==> src/rtl/alu_mult_seq.sv <==
// Sequential shift-add multiplier driving the datapath ALU (one ADD per step).
// Ports: CLK/RST, req valid/ready/a/b, resp valid/ready/prod, alu portA/portB/aluOp/outPort.
package alu_pkg;
  typedef logic [31:0] word_t;
  typedef enum logic [3:0] {
    ALU_ADD  = 4'd0,
    ALU_SUB  = 4'd1,
    ALU_AND  = 4'd2,
    ALU_OR   = 4'd3,
    ALU_XOR  = 4'd4,
    ALU_SLL  = 4'd5,
    ALU_SRL  = 4'd6,
    ALU_SRA  = 4'd7,
    ALU_SLT  = 4'd8,
    ALU_SLTU = 4'd9
  } aluop_t;
endpackage

module alu_mult_seq
  import alu_pkg::*;
#(
  parameter bit EARLY_EXIT = 1'b1
) (
  input  logic        CLK,
  input  logic        RST,
  input  logic        req_valid,
  output logic        req_ready,
  input  logic [31:0] req_a,
  input  logic [31:0] req_b,
  output logic        resp_valid,
  input  logic        resp_ready,
  output logic [31:0] resp_prod,
  output logic [31:0] alu_portA,
  output logic [31:0] alu_portB,
  output aluop_t      alu_aluOp,
  input  logic [31:0] alu_outPort
);

  typedef enum logic [1:0] {
    IDLE = 2'd0,
    ITER = 2'd1,
    DONE = 2'd2
  } state_t;

  state_t      state;
  logic [31:0] acc;
  logic [31:0] mcand;
  logic [31:0] mplier;
  logic [4:0]  cnt;

  logic        iter;
  logic        last;
  logic [31:0] acc_nxt;

  assign iter = (state == ITER);

  // ALU sees zeros whenever no step is in flight
  assign alu_portA = iter ? acc   : '0;
  assign alu_portB = iter ? mcand : '0;
  assign alu_aluOp = ALU_ADD;

  assign acc_nxt = mplier[0] ? alu_outPort : acc;

  // Early exit looks at the multiplier after this step's shift
  assign last = (cnt == 5'd31) ||
                (EARLY_EXIT && (mplier[31:1] == 31'd0));

  always_ff @(posedge CLK) begin
    if (RST) begin
      state      <= IDLE;
      req_ready  <= 1'b1;
      resp_valid <= 1'b0;
      resp_prod  <= '0;
      acc        <= '0;
      mcand      <= '0;
      mplier     <= '0;
      cnt        <= '0;
    end else begin
      case (state)
        IDLE: begin
          if (req_valid) begin
            acc       <= '0;
            mcand     <= req_a;
            mplier    <= req_b;
            cnt       <= '0;
            req_ready <= 1'b0;
            state     <= ITER;
          end
        end
        ITER: begin
          acc    <= acc_nxt;
          mcand  <= mcand << 1;
          mplier <= mplier >> 1;
          cnt    <= cnt + 5'd1;
          if (last) begin
            resp_prod  <= acc_nxt;
            resp_valid <= 1'b1;
            state      <= DONE;
          end
        end
        DONE: begin
          if (resp_ready) begin
            resp_valid <= 1'b0;
            req_ready  <= 1'b1;
            state      <= IDLE;
          end
        end
        default: begin
          resp_valid <= 1'b0;
          req_ready  <= 1'b1;
          state      <= IDLE;
        end
      endcase
    end
  end

endmodule

==> config.mk <==
export PLATFORM = sky130hd
export DESIGN_NAME = alu_mult_seq
export DESIGN_NICKNAME = d
export VERILOG_FILES = /design/src/rtl/alu_mult_seq.sv
export SDC_FILE = /design/constraint.sdc
export NUM_CORES = 1
export LEC_CHECK = 0
export ABC_AREA = 1
export CORE_MARGIN = 3
export CORE_UTILIZATION = 41
export DETAILED_ROUTE_END_ITERATION = 10
export PLACE_DENSITY = 0.68
export SLEW_MARGIN = 20
export SYNTH_ARGS = -nofsm -noshare
export SYNTH_HDL_FRONTEND = slang
export SYNTH_SLANG_ARGS = --single-unit
==> constraint.sdc <==
create_clock -name CLK -period 2.53 [get_ports CLK]
set_clock_uncertainty 0.2 [all_clocks]
set_input_delay 0.759 -clock CLK [delete_from_list [all_inputs] [get_ports CLK]]
set_output_delay 0.759 -clock CLK [all_outputs]
set_load 0.02 [all_outputs]
## Word level (Yosys, flattened, before mapping)

Index checks and enable logic that the tools add are counted.

| storage, ports and cells | value |
|---|---|
| flip-flop bits (word level) | 137 |
| input port bits | 100 |
| output and inout port bits | 102 |
| logic and storage cells | 47 |

| cells by class | value |
|---|---|
| add/sub/neg operators | 1 |
| equality and inequality tests | 6 |
| multiplexer cells | 21 |
| bitwise operators | 2 |
| reduce and logical (&&, ||, !) cells | 9 |

Operators with widths:

| cell | count |
|---|---|
| 32-bit two-way mux | 6 |
| 32-bit one-hot mux with 2 select lines | 3 |
| 31-bit zero test | 1 |
| 5-bit one-hot mux with 2 select lines | 1 |
| 3-bit AND reduction | 3 |
| 2-bit two-way mux | 3 |
| 1-bit one-hot mux with 3 select lines | 2 |
| 2-bit one-hot mux with 3 select lines | 1 |
| 5-bit by 1-bit adder with 5-bit output (second input constant) | 1 |
| 5-bit == test (second input constant) | 1 |
| 5-bit two-way mux | 1 |
| 1-bit two-way mux | 4 |
| 2-bit inequality test (second input constant) | 2 |
| 2-bit AND reduction | 2 |
| 2-bit by 1-bit == test with 1-bit output (second input constant) | 1 |
| 2-bit == test (second input constant) | 1 |
| 2-bit zero test | 1 |
| 2-bit by 1-bit inequality test with 1-bit output (second input constant) | 1 |
| 1-bit inverter | 2 |
| 2-bit nonzero test | 1 |
| 1-bit logical OR | 1 |

## Depth between registers and ports, before layout

| depth | value |
|---|---|
| depth after elaboration | 4 |
| gate-level depth with buffers | 11 |
| mapped depth without buffers | 9 |

## Worst setup path after synthesis

Ideal clock, no wire load.

| timing | value |
|---|---|
| kind | flip-flop to output port |
| start | reg state[0] |
| end | out alu_portA[10] |
| arrival | 1.309 ns |
| required time | 1.571 ns |
| setup slack | 0.262 ns |
| stages on the path, launching flop included | 7 |
| buffers on the path | 2 |
| cell sequence | dfxtp_1 -> inv_2 -> nor2_8 -> inv_2 -> buf_2 -> buf_2 -> nor2_1 |

| on the way | value |
|---|---|
| word-level cells in the longest chain between the ends | 2 |

Ends and longest elaborated chain:

| element | line | RTL |
|---|---|---|
| start: declaration | 45 | `state_t state;` |
| start signal: assignment | 70 | `state <= IDLE;` |
| start signal: assignment | 87 | `state <= ITER;` |
| start signal: assignment | 98 | `state <= DONE;` |
| 2-bit by 1-bit == test with 1-bit output | 55 | `assign iter = (state == ITER);` |
| 32-bit two-way mux | 58 | `assign alu_portA = iter ? acc : '0;` |
| end: declaration | 33 | `output logic [31:0] alu_portA,` |

Every way passes these cells.

## Final worst setup path

| timing | value |
|---|---|
| start | reg state[0] |
| end | out alu_portB[8] |

| on the way | value |
|---|---|
| word-level cells in the longest chain between the ends | 2 |

Ends and longest elaborated chain:

| element | line | RTL |
|---|---|---|
| 2-bit by 1-bit == test with 1-bit output | 55 |  |
| 32-bit two-way mux | 59 | `assign alu_portB = iter ? mcand : '0;` |
| end: declaration | 34 | `output logic [31:0] alu_portB,` |

Every way passes these cells.

==> out/metrics.csv <==
metric;value;unit
static-leakage-power;4.02;nW
run_status;completed;
layout_commonest_cell;nand2_1;
grt_max_degree;78;
boundaryPins;202;
ys_seq_area_share;41.7;%
grt_pass1_vias;6065;
min_period;2.48;ns
cts-root-buf;clkbuf_16;
ys.flop_type;dfxtp_1;
wl;18000;um
max_slew_margin;63.0;%
crit_type;flip-flop to output pin;
die_y;133;um
ctsHoldBuffers;0;
startpoint_type;flip-flop;
ys.warnings.count;0;
synth-seq-cells;137;
fill_cells;1501;
fin_nets;1238;
die_x;133;um
worst_pin_slew;0.555;ns
slowest_stage;dfxtp_2;
crit_family;buffers and inverters;
drt_pass1_iterations;5;
end_kind;output pin;
setup_violations;0;
vias_per_cell;4.77;
synth_edf_count;0;
htree_levels;4;
post_drt_wl_per_cell;13.2;um
hold_class;flip-flop to flip-flop;
drt_iter0_markers;397;
p_per_area;645;nW/um^2
post-route-period-util;98.0;%
drv_slew;0;
n_antenna_cell;0;
start_util;42.6;%
die_area;17600;sq um
portBuffers;197;
grt_pass1_wl;29600;um
cts_tree;yes;
fin_setup_tns;0;ns
maxCapViolations;0;
max_freq;403;MHz
cts_buffers;17;
area_growth_syn_to_layout;43.7;%
clkSinkCount;137;
antenna_found_initial;0;
synth_cell_types;29;
path_cells;inv_2, nor2_8, inv_8, buf_12, buf_8, nor2_4, buf_6;
num_vias;6488;
cts.reportedPaths.clkPinSlew;0.05;ns
rsz0062_at_grt;yes;
irDropWorstVdd;0.475;mV
arrival;1.52;ns
path_buf_inv;5;
yosysTopAreaCell;dfxtp_1;
drc;0;
syn_inst;953;
max_stage_delay;0.33;ns
drive_above_1_share;15.1;%
rows;45;
core;15400;sq um
layout_setup_ws;0.0499;ns
crit_required;1.57;ns
place_ws;-0.137;ns
most-common-layout-cells;nand2_1 (233), a21oi_1 (136), dfxtp_1 (134);
avgSynthCellArea;6.90;sq um
grt_overflow;0;
dp_hpwl;12100;um
grtUsageTotal;20.3;%
synthesis.area;6580;sq um
ant_nets;0;
cts_buffer_depth;2;
postSynth.asyncResetShare;0;%
yosys.area.top_type_share;41.7;%
final_hold_viol_count;0;
synth_area_leaders;dfxtp_1 (42%), nand2_1 (13%), a21oi_1 (10%);
cp_max_fo;7;
clk_latency;0.42;ns
place_congestion;0.802;
[worst min-delay path, cell delays in order, from the launching register on]
cell and delay [ns]:
dfxtp_1 0.30, nand2_1 0.06, a21oi_1 0.05
[flip-flops by register name (all words and copies together), names as in the netlist]
signal / flops
acc: 32
cnt: 5
mcand: 32
mplier: 32
req_ready: 1
resp_prod: 32
resp_valid: 1
state: 2
[cell usage after synthesis (11+ instances only)]
library cell  instances
a221oi_2             11
nand3_1              33
a31oi_1              16
a21oi_1             136
buf_2                26
or2_0                26
inv_1                97
dfxtp_1             137
clkbuf_1             19
nor2_1              140
buf_4                16
nand2_1             233
a22oi_1              14
[layout make-up]
class	count	area [sq um]	area share, %
multi-input combinational	647	3170	33.5
clock buffer	21	470	4.98
tap	211	264	2.79
timing repair buffer	232	2220	23.5
inverter	101	387	4.09
clock inverter	11	193	2.04
sequential	137	2750	29.1
[final timing paths]
| kind | from | to | slack (ns) | depth (start not counted) |
|---|---|---|---|---|
| max | state[0] | alu_portB[8] | 0.05 | 7 |
| min | mcand[19] | mcand[19] | 0.26 | 2 |
| max reg2reg | cnt[0] | resp_prod[18] | 0.52 | 10 |
| min reg2reg | mcand[19] | mcand[19] | 0.26 | 2 |
[through the flow]
stage	instance area (sq um)	cells	hold WS [ns]	util [%]	total power, mW
after floorplan	6590	956	0.239	-	2.95
after global placement	8840	1326	0.251	57.3	3.34
after detailed placement	8840	1326	0.254	57.3	3.34
after CTS	9500	1360	0.263	61.6	6.16
after global routing	9450	1360	0.279	61.2	6.35
final	9450	1360	0.261	61.2	6.10
[cell families after synthesis]
kind of cell	count (synthesis)	share of synthesized area (%)
AO/OA/AOI/OAI	187	16.9
adder cells (fa/ha/maj)	2	0.380
AND/OR/NAND/NOR	454	29.5
buffers and inverters	172	11.5
flip-flops	137	41.7
other	1	0.0570
[per-layer routing]
| layer | share of wire [%] | track usage, % | vias up |
|---|---|---|---|
| met3 | 5.4 | 5.32 | 27 |
| met1 | 47 | 26.8 | 2900 |
| li1 | - | - | 3379 |
| met5 | 0 | 0 | - |
| met2 | 46 | 32.1 | 182 |
| met4 | 2.4 | 7.74 | 0 |
[what timing repair did]
action / CTS / global route
setup buffers: 0 / 0
pin swaps: 0 / 1
gates resized for setup: 293 / 28
setup endpoints to repair: 64 / 38
cloned: 2 / 0
[where the power goes]
| part | leakage (nW) | switching [mW] | internal [mW] |
|---|---|---|---|
| registers | 1.12 | 0.0624 | 2.26 |
| clock network | 0.319 | 0.937 | 1.83 |
| logic | 2.58 | 0.563 | 0.445 |
| total | 4.02 | 1.56 | 4.54 |
Note: power is estimated with default switching activity, not from simulation.
